<file path="config.mk">
export PLATFORM = sky130hd
export DESIGN_NAME = inst_fetch
export DESIGN_NICKNAME = d
export VERILOG_FILES = /design/src/rtl/inst_fetch.sv
export SDC_FILE = /design/constraint.sdc
export NUM_CORES = 1
export LEC_CHECK = 0
export ABC_AREA = 1
export CORE_MARGIN = 1
export CORE_UTILIZATION = 42
export DETAILED_ROUTE_END_ITERATION = 16
export HOLD_SLACK_MARGIN = 0.02
export PLACE_DENSITY = 0.89
export RECOVER_POWER = 100
export SLEW_MARGIN = 40
export SYNTH_ARGS = -nofsm -noshare
export SYNTH_HDL_FRONTEND = slang
export SYNTH_SLANG_ARGS = --single-unit
</file>
<file path="constraint.sdc">
create_clock -name clk -period 2 [get_ports clk]
set_clock_uncertainty 0.1 [all_clocks]
set_input_delay 0.4 -clock clk [delete_from_list [all_inputs] [get_ports clk]]
set_output_delay 0.4 -clock clk [all_outputs]
set_load 0.03 [all_outputs]
</file>
<file path="src/rtl/inst_fetch.sv">
// rtl/inst_fetch.sv - instruction fetch unit: PC-addressed memory read into IR with fault reporting
// Fetches one instruction per fetch_start, capturing PC0 for PC-relative targets.
module inst_fetch #(
   parameter int          TIMEOUT  = 15,
   parameter logic [31:0] RESET_IR = 32'h0000_0013
) (
   input  logic        clk,
   input  logic        rst_n,
   input  logic        fetch_start,
   input  logic [31:0] PC,
   input  logic        fault_clr,
   output logic        mem_req,
   output logic [31:0] mem_addr,
   input  logic        mem_ready,
   input  logic        mem_err,
   input  logic [31:0] mem_rdata,
   output logic [31:0] IR,
   output logic [31:0] PC0,
   output logic        fetch_done,
   output logic        fetch_fault,
   output logic [1:0]  fault_cause,
   output logic        busy
);

   localparam int            CW     = $clog2(TIMEOUT) + 1;
   localparam logic [CW-1:0] C_LAST = CW'(TIMEOUT - 1);
   localparam logic [CW-1:0] C_MAX  = '1;

   localparam logic [1:0] CAUSE_NONE  = 2'b00;
   localparam logic [1:0] CAUSE_ALIGN = 2'b01;
   localparam logic [1:0] CAUSE_BUS   = 2'b10;
   localparam logic [1:0] CAUSE_TMO   = 2'b11;

   typedef enum logic [1:0] {S_IDLE, S_REQ, S_DONE, S_FAULT} state_t;

   state_t        r_state;
   logic [31:0]   r_ir;
   logic [31:0]   r_pc0;
   logic [31:0]   r_addr;
   logic [CW-1:0] r_cnt;
   logic [1:0]    r_cause;
   logic          r_mem_req;
   logic          r_done;
   logic          r_fault;
   logic          r_busy;

   always_ff @(posedge clk) begin
      if (!rst_n) begin
         r_state   <= S_IDLE;
         r_ir      <= RESET_IR;
         r_pc0     <= '0;
         r_addr    <= '0;
         r_cnt     <= '0;
         r_cause   <= CAUSE_NONE;
         r_mem_req <= 1'b0;
         r_done    <= 1'b0;
         r_fault   <= 1'b0;
         r_busy    <= 1'b0;
      end else begin
         r_done <= 1'b0;
         case (r_state)
            S_IDLE: begin
               if (fetch_start) begin
                  r_pc0  <= PC;
                  r_busy <= 1'b1;
                  // A misaligned PC faults immediately without touching the bus.
                  if (PC[1:0] != 2'b00) begin
                     r_cause <= CAUSE_ALIGN;
                     r_fault <= 1'b1;
                     r_state <= S_FAULT;
                  end else begin
                     r_addr    <= PC;
                     r_cnt     <= '0;
                     r_mem_req <= 1'b1;
                     r_state   <= S_REQ;
                  end
               end
            end
            S_REQ: begin
               if (mem_ready) begin
                  r_mem_req <= 1'b0;
                  if (mem_err) begin
                     r_cause <= CAUSE_BUS;
                     r_fault <= 1'b1;
                     r_state <= S_FAULT;
                  end else begin
                     r_ir    <= mem_rdata;
                     r_done  <= 1'b1;
                     r_state <= S_DONE;
                  end
               end else if (r_cnt == C_LAST) begin
                  r_mem_req <= 1'b0;
                  r_cause   <= CAUSE_TMO;
                  r_fault   <= 1'b1;
                  r_state   <= S_FAULT;
               end else if (r_cnt != C_MAX) begin
                  r_cnt <= r_cnt + 1'b1;
               end
            end
            S_DONE: begin
               r_busy  <= 1'b0;
               r_state <= S_IDLE;
            end
            S_FAULT: begin
               if (fault_clr) begin
                  r_cause <= CAUSE_NONE;
                  r_fault <= 1'b0;
                  r_busy  <= 1'b0;
                  r_state <= S_IDLE;
               end
            end
            default: begin
               r_mem_req <= 1'b0;
               r_fault   <= 1'b0;
               r_busy    <= 1'b0;
               r_state   <= S_IDLE;
            end
         endcase
      end
   end

   assign mem_req     = r_mem_req;
   assign mem_addr    = r_addr;
   assign IR          = r_ir;
   assign PC0         = r_pc0;
   assign fetch_done  = r_done;
   assign fetch_fault = r_fault;
   assign fault_cause = r_cause;
   assign busy        = r_busy;

endmodule

</file>
==> key figures <==
Status
  – Status: complete, no violations

Synthesis
  – Largest family of logic cells by synthesized area: simple AND/OR/NAND/NOR gates
  – Synth Warn #: 0
  – FFs w/ async S/R, synth: 0
  – Share of the synthesized area in the top cell type: 0.5320
  – Post-Synth Adder-Cell Area: 0.009152
  – Area leader, netlist: dfxtp_1
  – Number of synthesized flops with an enable pin: 0
  – Count of cell types in the netlist: 25
  – Synth Flop Type: dfxtp_1
  – Post-synthesis sequential area ratio: 0.5320
  – Synth Register Bits: 109
  – Post-synthesis mux area share: 0
  – Post-synth net total: 602
  – Syn avg cell area: around 7.8 sq um
  – Mapped Area: 4101 sq um
  – Post-synthesis compound-gate area fraction: 0.1342
  – Post-synthesis simple-gate area fraction: 0.2657
  – Synthesized instance count: 529
  – Synth area leaders: dfxtp_1 (53%), nor2_1 (15%), o21ai_0 (9.4%)
  – XOR/XNOR share of the synthesized area: 0

Pwr
  – Pint: about 3700 uW
  – Sequential power share: 0.454
  – Combinational group share of total power: 0.261
  – Pwr/cell area: 886.3 nW/um^2
  – Net Switching: 1711 uW
  – Leak pwr: 0.002432 uW
  – Net Sw Frac: 0.3151
  – Clk pwr share: 0.284
  – Maximum VDD drop: 444.3 uV

Critical path
  – Max incr delay on CP: 720 ps
  – Startpoint types: flip-flop
  – Crit path max-delay cell type: clkdlybuf4s50_1
  – CP top delay family: buffers and inverters
  – Worst-path cell chain: clkdlybuf4s50_1
  – Crit end category: primary output
  – WP data arrival: between 1000 and 1500 ps
  – CP Class: flip-flop to primary output
  – Crit Path Max Fanout: 2
  – CP bufs+invs: 1
  – Critical path data required time: around 1500 ps

Drt
  – DRC viols: 0
  – Routed len/inst: 13.53 um
  – Initial DRC count: about 160
  – Drt total wl: 11,160 um
  – Vias: about 4,000
  – Via/cell ratio: 4.827
  – TritonRoute pass-1 iters: 4
  – Antenna Violating Nets Remaining: 0

Placement
  – Dpl ws: -80.71 ps
  – IO buf count: 171
  – Placed Area: roughly 6000 sq um
  – GP Congestion: about 0.84
  – Post-DP HPWL: 8157 um

Floorplan
  – Die Y: a little over 100 um
  – Die X: around 100 um
  – FP Rows: 35
  – Starting Density: 0.4377
  – I/O Pins: 172
  – Core box area: 9371 sq um
  – Die area: 10,160 sq um

Finish
  – Fill count: 803
  – Util after Layout: 0.6535
  – Layout cells sized above 1: 0.06034
  – Antenna diode instance count: 0
  – Area growth, synth to finish: 49.33%
  – Design Area, Final: approximately 6100 sq um
  – Nets: roughly 760
  – Multi-input combinational cell area: between 1500 and 2000 sq um
  – Flip-flop and latch area: about 2200 sq um

Global routing
  – Largest net degree at the start of global routing: 49
  – Vias in the first global route: roughly 3,800
  – Initial antenna violation count: 0
  – GRT Total Usage: 0.2237
  – First-pass GRT wire length: ~18,000 um
  – Overflow after GRT: 0

STA
  – Final setup violation count: 0
  – Fmax: 0.5111 GHz
  – Slew Limit Fails: 0
  – Post-route setup TNS: 0 ps
  – Worst-Margin Slew: ~560 ps
  – Final worst setup slack: 43.39 ps
  – Max_slew headroom: 0.6248
  – RSZ-0062 raised after global routing: no
  – Hold Vio Cnt, Final: 0
  – Final Cycle Share: 0.9783
  – Final min period: 1957 ps

Job
  – Max-cap violations: 0

Clocking
  – Max H-tree Level: 3
  – Clock buffer depth: 2
  – Latest clock arrival within the worst-skew pair: 360 ps
  – Post-CTS Setup Bufs: 0
  – PostCTS Resize Cnt: 0
  – CTS Hold Bufs: 0
  – Number of clock sinks: between 100 and 150
  – TritonCTS clock tree: built
  – CTS root buffer: clkbuf_8
  – Num CTS Buffers: 9
  – CTS clk-pin slew, worst paths: between 100 and 150 ps

Min path
  – HP Class: flip-flop to flip-flop
-- cells by family (layout without fill, tap and decap cells) --
| kind of cell | count (synthesis) | in the layout |
|---|---|---|
| flip-flops | 109 | 109 |
| AND/OR/NAND/NOR | 263 | 263 |
| AO/OA/AOI/OAI | 107 | 107 |
| adder cells (fa/ha/maj) | 3 | 3 |
| buffers and inverters | 47 | 214 |
-- per-stage QoR --
step                      hold slack (ps)  std cells  total power, uW
after floorplan                     373.6        529             3355
after global placement              345.6        809             3909
after detailed placement            350.8        809             3961
after CTS                           366.4        825             5489
after global routing                389.3        825             5674
final                               364.9        825             5429
-- power by group through the flow --
| stage | registers [uW] | clock network, uW | logic, uW |
|---|---|---|---|
| floorplan | 2820 | 0 | 535 |
| global placement | 2510 | 0 | 1390 |
| detailed placement | 2530 | 0 | 1440 |
| CTS | 2480 | 1570 | 1440 |
| global route | 2490 | 1650 | 1530 |
| finish | 2470 | 1540 | 1420 |
-- cells in the mapped netlist, types with 3 or more instances --
cell type and instances:
buf_2 7, nand3_1 17, a21oi_1 28, nand2_1 64
buf_4 5, ha_1 3, inv_2 5, buf_6 5
inv_1 11, dfxtp_1 109, nor2_1 169, clkbuf_1 14
o21ai_0 77
-- worst reg2reg max path, cell delays in order (launching register included) --
cell and delay, ps:
dfxtp_1 520, nor2_1 120, nand2_1 230, clkbuf_4 360
inv_2 80, buf_12 170, nor2_1 120, nor2_1 60
-- registers in the layout, indices dropped and copies added (netlist names) --
register,flops
r_state,2
IR,32
fetch_fault,1
busy,1
mem_addr,32
PC0,32
fetch_done,1
fault_cause,2
r_cnt,5
mem_req,1
-- routing by layer --
layer  GRT usage  wire [um]  up-vias
met1      0.2596       4514     1831
met5           0          0        -
met2      0.3946       5630      123
li1            -          -     2007
met4     0.08696        251        0
met3     0.05687        762       21
-- cells in the final DEF (no fill, tap or decap), types with 2 or more instances in the layout --
cell / count
nand2_2: 2
dfxtp_1: 109
a21oi_1: 28
inv_2: 4
inv_1: 12
nor2_1: 170
nand3_1: 17
ha_1: 3
o21ai_0: 77
clkbuf_4: 2
buf_4: 6
inv_8: 3
dlygate4sd3_1: 6
bufinv_16: 2
buf_12: 3
nand2_1: 65
clkbuf_8: 10
clkdlybuf4s50_1: 164
-- path summary, 6_finish.rpt --
check | from | depth (start not counted) | endpoint | slack [ps]
min | mem_addr[0] | 2 | mem_addr[0] | 360
max | PC0[2] | 1 | PC0[2] | 40
min reg2reg | mem_addr[0] | 2 | mem_addr[0] | 360
max reg2reg | r_state[0] | 7 | PC0[1] | 140
-- final cells by class --
cell class | instances | area share
Sequential cell | 109 | 0.3563
Timing Repair Buffer | 182 | 0.2983
Multi-Input combinational cell | 373 | 0.2701
Tap cell | 129 | 0.02635
Clock inverter | 6 | 0.01675
Clock buffer | 10 | 0.02247
Inverter | 16 | 0.009806
Note: power is estimated with default switching activity, not from simulation.
